<file path="src/rtl/synth_pkg.sv">
// Shared types and constants for the synth control path: allocator FSM states,
// waveform codes, and the equal-tempered note-to-pitch-word table.
package synth_pkg;

  localparam int SYN_NOTE_W = 7;
  localparam int SYN_C      = 14;

  typedef enum logic [1:0] {
    IDLE,
    LOOKUP,
    COMMIT
  } alloc_state_t;

  localparam logic [1:0] WAVE_SQUARE = 2'd0;
  localparam logic [1:0] WAVE_SAW    = 2'd1;
  localparam logic [1:0] WAVE_TRI    = 2'd2;
  localparam logic [1:0] WAVE_NOISE  = 2'd3;

  // Top octave (notes 120..131) holds round(8192 * 2^(k/12)); lower octaves halve per step.
  function automatic logic [13:0] pitch_word(input logic [6:0] note);
    logic [3:0]  oct;
    logic [3:0]  semi;
    logic [13:0] base;
    oct  = 4'(note / 7'd12);
    semi = 4'(note % 7'd12);
    case (semi)
      4'd0:    base = 14'd8192;
      4'd1:    base = 14'd8679;
      4'd2:    base = 14'd9195;
      4'd3:    base = 14'd9742;
      4'd4:    base = 14'd10321;
      4'd5:    base = 14'd10935;
      4'd6:    base = 14'd11585;
      4'd7:    base = 14'd12274;
      4'd8:    base = 14'd13004;
      4'd9:    base = 14'd13777;
      4'd10:   base = 14'd14596;
      default: base = 14'd15464;
    endcase
    return base >> (4'd10 - oct);
  endfunction

endpackage

</file>
<file path="src/rtl/pitch_rom.sv">
// 128-entry note-to-pitch ROM with a single registered read port.
// Data for address presented before edge n is valid after edge n.
module pitch_rom
  import synth_pkg::*;
#(
  parameter int C      = SYN_C,
  parameter int NOTE_W = SYN_NOTE_W
) (
  input  logic              clk,
  input  logic [NOTE_W-1:0] addr,
  output logic [C-1:0]      data
);

  logic [C-1:0] data_q;
  logic [C-1:0] data_d;

  always_comb data_d = C'(pitch_word(7'(addr)));

  always_ff @(posedge clk) begin
    data_q <= data_d;
  end

  assign data = data_q;

endmodule

</file>
<file path="src/rtl/voice_allocator.sv">
// Assigns note-on/off events to NUM synth channels (retrigger, free slot, or steal oldest).
// Accept at edge k, outputs update at edge k+2; one event per 3 cycles, panic aborts in-flight work.
module voice_allocator
  import synth_pkg::*;
#(
  parameter int NUM    = 4,
  parameter int C      = SYN_C,
  parameter int NOTE_W = SYN_NOTE_W
) (
  input  logic              clk,
  input  logic              rst,
  input  logic              note_valid,
  output logic              note_ready,
  input  logic              note_on,
  input  logic [NOTE_W-1:0] note_num,
  input  logic [1:0]        note_wave,
  input  logic              panic,
  output logic [NUM*C-1:0]  pitches,
  output logic [NUM-1:0]    channel_ena,
  output logic [NUM*2-1:0]  waveforms
);

  localparam int AGE_W = (NUM > 1) ? $clog2(NUM) : 1;
  localparam logic [AGE_W-1:0] AGE_MAX = AGE_W'(NUM - 1);

  alloc_state_t state_q, state_d;
  logic ready_q, ready_d;
  logic ev_on_q, ev_on_d;
  logic [NOTE_W-1:0] ev_note_q, ev_note_d;
  logic [1:0] ev_wave_q, ev_wave_d;

  logic [NUM-1:0]                ena_q, ena_d;
  logic [NUM-1:0][C-1:0]         pitch_q, pitch_d;
  logic [NUM-1:0][1:0]           wave_q, wave_d;
  logic [NUM-1:0][NOTE_W-1:0]    tag_q, tag_d;
  logic [NUM-1:0][AGE_W-1:0]     age_q, age_d;

  logic [C-1:0] rom_dat;

  logic             hit, has_free;
  logic [AGE_W-1:0] hit_idx, free_idx, old_idx, slot;
  logic [AGE_W-1:0] oldest_age;
  logic [AGE_W:0]   old_age;

  pitch_rom #(.C(C), .NOTE_W(NOTE_W)) u_pitch_rom (
    .clk  (clk),
    .addr (ev_note_q),
    .data (rom_dat)
  );

  // Candidate slots; descending scans make the lowest index win.
  always_comb begin
    hit        = 1'b0;
    hit_idx    = '0;
    has_free   = 1'b0;
    free_idx   = '0;
    old_idx    = '0;
    oldest_age = age_q[0];
    for (int i = NUM - 1; i >= 0; i--) begin
      if (ena_q[i] && (tag_q[i] == ev_note_q)) begin
        hit     = 1'b1;
        hit_idx = AGE_W'(i);
      end
      if (!ena_q[i]) begin
        has_free = 1'b1;
        free_idx = AGE_W'(i);
      end
    end
    for (int i = 1; i < NUM; i++) begin
      if (age_q[i] > oldest_age) begin
        oldest_age = age_q[i];
        old_idx    = AGE_W'(i);
      end
    end
  end

  always_comb begin
    state_d   = state_q;
    ev_on_d   = ev_on_q;
    ev_note_d = ev_note_q;
    ev_wave_d = ev_wave_q;
    ena_d     = ena_q;
    pitch_d   = pitch_q;
    wave_d    = wave_q;
    tag_d     = tag_q;
    age_d     = age_q;
    slot      = hit ? hit_idx : (has_free ? free_idx : old_idx);
    old_age   = (hit || !has_free) ? {1'b0, age_q[slot]} : (AGE_W + 1)'(NUM);

    case (state_q)
      IDLE: begin
        if (note_valid && ready_q) begin
          ev_on_d   = note_on;
          ev_note_d = note_num;
          ev_wave_d = note_wave;
          state_d   = LOOKUP;
        end
      end
      LOOKUP: state_d = COMMIT;
      COMMIT: begin
        state_d = IDLE;
        if (ev_on_q) begin
          for (int j = 0; j < NUM; j++) begin
            if ((AGE_W'(j) != slot) && ena_q[j] && ({1'b0, age_q[j]} < old_age)
                && (age_q[j] != AGE_MAX)) begin
              age_d[j] = age_q[j] + 1'b1;
            end
          end
          ena_d[slot]   = 1'b1;
          tag_d[slot]   = ev_note_q;
          pitch_d[slot] = rom_dat;
          wave_d[slot]  = ev_wave_q;
          age_d[slot]   = '0;
        end else if (hit) begin
          ena_d[hit_idx] = 1'b0;
        end
      end
      default: state_d = IDLE;
    endcase

    ready_d = (state_d == IDLE);

    if (panic) begin
      ena_d   = '0;
      age_d   = '0;
      state_d = IDLE;
      ready_d = 1'b0;
    end
  end

  always_ff @(posedge clk) begin
    if (rst) begin
      state_q   <= IDLE;
      ready_q   <= 1'b0;
      ev_on_q   <= 1'b0;
      ev_note_q <= '0;
      ev_wave_q <= WAVE_SQUARE;
      ena_q     <= '0;
      pitch_q   <= '0;
      wave_q    <= '0;
      tag_q     <= '0;
      age_q     <= '0;
    end else begin
      state_q   <= state_d;
      ready_q   <= ready_d;
      ev_on_q   <= ev_on_d;
      ev_note_q <= ev_note_d;
      ev_wave_q <= ev_wave_d;
      ena_q     <= ena_d;
      pitch_q   <= pitch_d;
      wave_q    <= wave_d;
      tag_q     <= tag_d;
      age_q     <= age_d;
    end
  end

  assign note_ready  = ready_q;
  assign channel_ena = ena_q;
  assign pitches     = pitch_q;
  assign waveforms   = wave_q;

endmodule
</file>
<file path="config.mk">
export PLATFORM = sky130hd
export DESIGN_NAME = voice_allocator
export DESIGN_NICKNAME = d
export VERILOG_FILES = /design/src/rtl/synth_pkg.sv /design/src/rtl/pitch_rom.sv /design/src/rtl/voice_allocator.sv
export SDC_FILE = /design/constraint.sdc
export NUM_CORES = 1
export LEC_CHECK = 0
export ABC_AREA = 1
export BUFFER_PORTS_ARGS = -buffer_cell sky130_fd_sc_hd__buf_2
export CAP_MARGIN = 20
export CORE_ASPECT_RATIO = 0.7
export CORE_UTILIZATION = 40
export CTS_BUF_LIST = sky130_fd_sc_hd__clkbuf_16
export DETAILED_ROUTE_END_ITERATION = 16
export PLACE_DENSITY = 0.7
export RECOVER_POWER = 100
export REMOVE_ABC_BUFFERS = 1
export SLEW_MARGIN = 30
export SYNTH_ARGS = -nofsm -noshare
export SYNTH_HDL_FRONTEND = slang
export SYNTH_HIERARCHICAL = 1
export SYNTH_SLANG_ARGS = --single-unit
export TNS_END_PERCENT = 50
</file>
<file path="constraint.sdc">
create_clock -name clk -period 8.6 [get_ports clk]
set_input_delay 0.86 -clock clk [delete_from_list [all_inputs] [get_ports clk]]
set_output_delay 0.86 -clock clk [all_outputs]
set_load 0.01 [all_outputs]
</file>
Yosys cells after proc, flatten, opt, wreduce, memory -nomap -nowiden
Memories as Yosys holds them, arrays and structs flattened. Index checks and enable logic that the tools add are counted.

Add/subtract/negate cells: 5. Multipliers: 0. Divide/modulo/power cells: 2. Magnitude comparators: 11. Equality and inequality tests: 13. Shifts and indexed selects: 1. Multiplexer cells: 55. Bitwise logic cells: 5. Reduce and logical (&&, ||, !) cells: 29.

Operators with widths (number): 2-bit two-way mux (29); 56-bit bitwise mux (1); 28-bit bitwise mux (1); 14-bit demux with 2-bit select (1); 7-bit == test (4); 1-bit logical AND (19); 7-bit demux with 2-bit select (1); 14-bit two-way mux (1); 14-bit by 4-bit right shift with 14-bit output (1); 2-bit by 3-bit less-than comparator with 1-bit output (4); 1-bit two-way mux (11); 2-bit by 1-bit adder with 2-bit output (second input constant) (4); 8-bit AND (1); 8-bit bitwise mux (1); 4-bit two-way mux (2); 2-bit != test (second input constant) (4); 8-bit NOT (1); 7-bit by 4-bit divider with 7-bit output (second input constant) (1); 7-bit by 4-bit remainder unit with 7-bit output (second input constant) (1); 7-bit two-way mux (1); 2-bit greater-than comparator (3); 2-bit by 3-bit less-than comparator with 1-bit output (second input constant) (2); 2-bit AND reduction (3); 4-bit AND (1); other kinds (18) (23).

Register bits: 131. Bits in latches: 0. Bits in writable memories: 0. ROM bits: 208. Input bits: 14. Output and inout port bits: 69. Word-level logic and storage cells: 145. Memories: 1.

Memory list: (no name shown) (depth 16, bits a word 13, rd ports 1, clocked after memory_dff 0, wr ports 0, RTL line synth_pkg.sv:26) `case (semi)`.

Longest topological paths before layout
Depth in word-level cells: 18. Depth in mapped cells: 34. Depth with buffers taken out: 33.

Cells and area by module
Netlist, hierarchy kept.

By module, submodules not included: voice_allocator (instances 1, cells each 801, area an instance 5605.4 um^2, sequential area each 2342.2 um^2); pitch_rom (instances 1, cells each 222, area an instance 1403.8 um^2, sequential area each 280.3 um^2).

Least setup slack after synthesis
OpenSTA, ideal clock, no wires.

Path kind: register to register. From: register age_q[1] (netlist name). To: register age_q[2] (netlist name). Library setup time: 118 ps. Data arrival time: 4032 ps. Required time: 8482 ps. Slack: 4450 ps. Stages on the path, launching flop included: 31. Path buffers: 1. Period minus slack after synthesis: 4150 ps. Path through: dfxtp_1 inv_1 ha_1 o22ai_1 o21ai_0 ha_1 inv_1 o22ai_1 o21ai_0 ha_1 nand2_1 nand3_1 nand2_1 inv_1 o21ai_0 nand3_4 nand2_4 inv_2 nor2_4 buf_4 nand2_1 nand2_1 a21oi_1 o221ai_1 ha_1 nand2_1 inv_1 nor4_2 nand2_1 nor3_1 nor2_1.

Longest elaborated chain between the ends: 18. Elaborated cells on any way between the ends: 28. Classes of those cells: 6 x order compare; 1 x eq/ne; 15 x mux; 2 x bitwise; 4 x reduce/logical.

Ends and longest elaborated chain: start, declared (RTL line voice_allocator.sv:36) `logic [NUM-1:0][AGE_W-1:0] age_q, age_d;`; start signal, assigned (RTL line voice_allocator.sv:153) `age_q <= age_d;`; 2-bit greater-than comparator (RTL line voice_allocator.sv:70) `if (age_q[i] > oldest_age) begin`; 2-bit two-way mux (RTL line voice_allocator.sv:70); 2-bit greater-than comparator (RTL line voice_allocator.sv:70); 2-bit two-way mux (RTL line voice_allocator.sv:70); 2-bit greater-than comparator (RTL line voice_allocator.sv:70); 2-bit two-way mux (RTL line voice_allocator.sv:70); 2-bit two-way mux (2 in series) (RTL line voice_allocator.sv:87) `slot = hit ? hit_idx : (has_free ? free_idx : old_idx);`; 2-bit binary-select mux with 2-bit select (RTL line voice_allocator.sv:88) `old_age = (hit || !has_free) ? {1'b0, age_q[slot]} : (AGE_W + 1)'(NUM);`; 2-bit two-way mux (not written as such) (RTL line voice_allocator.sv:88); 3-bit two-way mux (RTL line voice_allocator.sv:88); 2-bit by 3-bit less-than comparator with 1-bit output (RTL line voice_allocator.sv:104) `if ((AGE_W'(j) != slot) && ena_q[j] && ({1'b0, age_q[j]} < old_age)`; 1-bit logical AND (RTL line voice_allocator.sv:104); 1-bit logical AND (RTL line voice_allocator.sv:105) `&& (age_q[j] != AGE_MAX)) begin`; 2-bit two-way mux (RTL line voice_allocator.sv:104); 2-bit two-way mux (RTL line voice_allocator.sv:102) `if (ev_on_q) begin`; 2-bit two-way mux (RTL line voice_allocator.sv:90) `case (state_q)`; 8-bit AND (no line) (*).

Mark *: on every way between the ends. The rest lies on a longest branch, timed or not. The select of a mux whose other input is x is not followed. A chain may end at the register's enable or synchronous reset.

Final worst setup path
From: register age_q[3] (netlist name). To: register pitch_q, in the netlist pitches[29].

Longest elaborated chain between the ends: 13. Elaborated cells on any way between the ends: 16. Classes of those cells: 5 x order compare; 10 x mux; 1 x reduce/logical.

Ends and longest elaborated chain: 2-bit greater-than comparator (RTL line voice_allocator.sv:70); 2-bit two-way mux (RTL line voice_allocator.sv:70); 2-bit greater-than comparator (RTL line voice_allocator.sv:70); 2-bit two-way mux (RTL line voice_allocator.sv:70); 2-bit greater-than comparator (RTL line voice_allocator.sv:70); 2-bit two-way mux (*) (RTL line voice_allocator.sv:70); 2-bit two-way mux (*) (2 in series) (RTL line voice_allocator.sv:87); 2-bit by 3-bit less-than comparator with 1-bit output (not written as such) / 2-bit by 1-bit greater-or-equal comparator with 1-bit output (equally long branches) (RTL line voice_allocator.sv:111) `pitch_d[slot] = rom_dat;`; 1-bit logical AND (not written as such) (RTL line voice_allocator.sv:111); 14-bit two-way mux (not written as such) (RTL line voice_allocator.sv:111); 14-bit demux with 2-bit select (*) (RTL line voice_allocator.sv:111); 56-bit bitwise mux (*) (RTL line voice_allocator.sv:111); end signal, assigned (RTL line voice_allocator.sv:150) `pitch_q <= pitch_d;`; end, declared (RTL line voice_allocator.sv:33) `logic [NUM-1:0][C-1:0] pitch_q, pitch_d;`.

Mark *: on every way between the ends. The rest lies on a longest branch, timed or not.

==> flow_summary_export.csv <==
group,metric,value,unit
floorplanning,floorplan.initialDensity,40.8,%
sta,fmax,163,MHz
yosys,ys_seq_area_share,37.4,%
yosys,synth_cell_type_count,39,
drt,wire_per_inst,14.8,um
yosys,synthesis.instances,1023,
drt,drt_first_iter_violations,482,
worst_setup_path,setup.reg_to_reg.worst_slack,2.45,ns
worst_setup_path,rr_startpoint,"age_q[3]$_SDFFE_PP0P_",
pwr,power_leakage,3.41,nW
yosys,synth_area,0.00701,sq mm
sta,final.min_clock_period,6.15,ns
sta,post-route-period-util,71.5,%
yosys,avgSynthCellArea,6.85,sq um
cells_and_area,area_growth_syn_to_layout,13.6,%
sta,fin_tns_setup,0,ns
drt,drcViolationCount,0,
clocking,cts_htree_levels,4,
yosys,synth_async_sr_flop_share,0,%
global_routing,grt_max_degree,52,
cells_and_area,insertedDiodeCount,0,
worst_setup_path,startpoint_type,"flip-flop",
clocking,path_clk_slew,0.07,ns
sta,slew_headroom,-47.9,%
global_routing,antenna_found_initial,0,
clocking,postCtsHoldBufs,0,
pwr,cellPowerDensity,193,mW/mm^2
min_path,timing.hold.worst.class,"reg -> reg",
placed_design,detailed_place.area,0.00753,sq mm
sta,rsz0062_at_grt,"no",
yosys,postSynth.topFlopCell,"dfxtp_1",
clocking,tritoncts,"done",
worst_setup_path,largest_fanout_on_the_critical_path,32,
floorplanning,floorplan.io_pins,83,
placed_design,post-place-cells,1296,
drt,route.detailed.vias_per_inst,5.16,
sta,final-max-slew-violation-count,167,
floorplanning,die-area,0.0181,sq mm
floorplanning,die_height,113,um
placed_design,global_placer_s_final_weighted_congestion,0.884,
placed_design,hpwlAfterDp,13.6,mm
global_routing,grt_remaining_overflow,0,
min_path,terminating_pin_of_the_worst_hold_path,"state_q[1]$_SDFF_PP0_",
run,max-cap-violations,5,
placed_design,numPortBuffers,82,
sta,final.setup_skew,0.0144,ns
drt,wirelength,19.6,mm
clocking,number_of_instances_resized_during_post_cts_repair,0,
yosys,synth_enable_flop_cells,0,
drt,routed-via-count,6847,
drt,detail-route-antenna-nets,0,
global_routing,via_count_of_the_first_global_routing_pass,6384,
clocking,clockRootBuffer,"clkbuf_16",
global_routing,grt_pass1_wl,32.1,mm
min_path,timing.hold.worst_path_depth,1,
status,violations,"max-capacitance violations, max-slew violations",
worst_setup_path,criticalPathCategory,"reg -> reg",
floorplanning,die_width,160,um
worst_setup_path,timing.reg2reg.worst_path_depth,24,
clocking,post_cts.repair.setup_buffers,0,
pwr,peakVddDrop,0.000135,V
clocking,worstSkewPairLatency,0.43,ns
clocking,ctsLongestPathBuffers,2,
clocking,cts_num_sinks,131,
yosys,flip_flop_and_latch_count_after_synthesis,131,
clocking,total_cts_buffers,17,
yosys,ys.warnings.count,6,
cells_and_area,final_net_count,1123,
sta,finalSetupViolCount,0,
sta,report.final.hold_viol_count,0,
cells_and_area,commonest_non_fill_non_tap_cells_in_the_layout,"nand2_1 (242), dfxtp_1 (131), nor2_1 (123)",
cells_and_area,drive_above_1_share,8.84,%
worst_setup_path,crit_required,8.91,ns
floorplanning,placementRows,40,
floorplanning,core-area,0.0172,sq mm
cells_and_area,most_common_cell_after_layout_fill_and_taps_aside,"nand2_1",
min_path,hold_path.startpoint,"state_q[1]$_SDFF_PP0_",
worst_setup_path,critPathArrivalTime,6.45,ns
cells_and_area,utilization,46.4,%
cells_and_area,fin_area,0.00796,sq mm
worst_setup_path,crit_end_category,"flip-flop",
global_routing,grt_util_all_layers,22.3,%
cells_and_area,post_layout_nonfiller_instances,1328,
drt,drtPass1Iterations,5,
status,run_status,"finished, violations left",
sta,tightestPinTransition,2.21,ns
worst_setup_path,worst_r2r_endpoint,"pitches[29]$_SDFFE_PP0P_",
## area by class of cell
type	count	area (sq um)
flip-flops and latches	131	2620
clock inverters	15	186
fillers	1755	9200
well taps	231	289
repair buffers	86	345
multi-input cells	738	3680
inverters	110	418
clock buffers	17	425
## flip-flops by register name (all words and copies together), names as in the netlist, 2 cells and up
signal and flops:
tag_q 28, state_q 2, channel_ena 4, u_pitch_rom/data 14, ev_wave_q 2, pitches 56, waveforms 8, ev_note_q 7
age_q 8
## cells in the mapped netlist, drive strengths merged, types with 2 or more instances
cell type  number  area, sq um
ha             25          313
buf            22          128
o22ai           2         12.5
o21ai          84          450
dfxtp         131         2620
a21oi          83          427
a211oi          2         15.0
nand3         125          676
inv           109          414
nand2         257         1070
nor4            4         67.6
o21bai          3         22.5
nor3            8         40.0
clkbuf         22         82.6
nand4           6         37.5
o211ai          3         22.5
nor2          131          562
## cells by family after synthesis
logic type,share of synthesized area [%]
buf+inv,8.96
fa+ha+maj,4.46
xor+xnor,0.125
flops,37.4
simple gates,34.9
compound gates,14.1
## how the worst max path moves through the flow
| stage | to | startpoint | depth (start not counted) | slack, ns |
|---|---|---|---|---|
| 3_5_place_dp | age_q[2]$_SDFFE_PP0P_ | age_q[3]$_SDFFE_PP0P_ | 32 | 3.80 |
| 5_1_grt | pitches[30]$_SDFFE_PP0P_ | age_q[3]$_SDFFE_PP0P_ | 22 | 1.79 |
| 2_1_floorplan | age_q[2]$_SDFFE_PP0P_ | age_q[1]$_SDFFE_PP0P_ | 29 | 4.54 |
| 3_3_place_gp | tag_q[9]$_SDFFE_PP0P_ | age_q[1]$_SDFFE_PP0P_ | 21 | 3.98 |
| 4_1_cts | age_q[2]$_SDFFE_PP0P_ | age_q[3]$_SDFFE_PP0P_ | 30 | 3.72 |
| 6_report | pitches[29]$_SDFFE_PP0P_ | age_q[3]$_SDFFE_PP0P_ | 24 | 2.45 |
## layer usage
| layer | vias to the layer above | share of wire, % | track usage [%] |
|---|---|---|---|
| met4 | 0 | 1.1 | 6.67 |
| met3 | 19 | 8.5 | 5.90 |
| li1 | 3441 | - | - |
| met1 | 3135 | 48 | 30.9 |
| met5 | - | 0 | 0 |
| met2 | 252 | 42 | 33.8 |
## metrics by stage
step                hold WS, ns  power (mW)  setup WS (ns)
floorplan                 0.397       0.755           4.54
global placement          0.411       0.799           3.98
CTS                       0.426        1.54           3.72
finish                    0.428        1.54           2.45
global route              0.439        1.59           1.79
detailed placement        0.411       0.800           3.80
## where the power goes
group | internal [mW] | switching (mW) | leakage, nW
Clock | 0.420 | 0.331 | 0.299
Combinational | 0.0463 | 0.0993 | 2.06
Sequential | 0.618 | 0.0225 | 1.06
## worst max-delay path: stages, from the launching register on
cell	delay, ns
dfxtp_1	0.44
inv_1	0.12
ha_1	0.30
nor2_1	0.11
o22ai_1	0.09
nand2_1	0.06
o21ai_0	0.13
ha_1	0.33
inv_1	0.04
o22ai_1	0.24
o21ai_0	0.15
ha_1	0.31
nand2_1	0.06
nand3_1	0.08
nand2_1	0.05
inv_1	0.04
o21ai_0	0.13
nand3_4	0.13
nand2_1	0.12
nor2_1	0.38
clkinv_1	0.21
nor2_1	1.66
inv_2	0.52
nor2_1	0.25
nor2_1	0.07
Note: power is estimated with default switching activity, not from simulation.
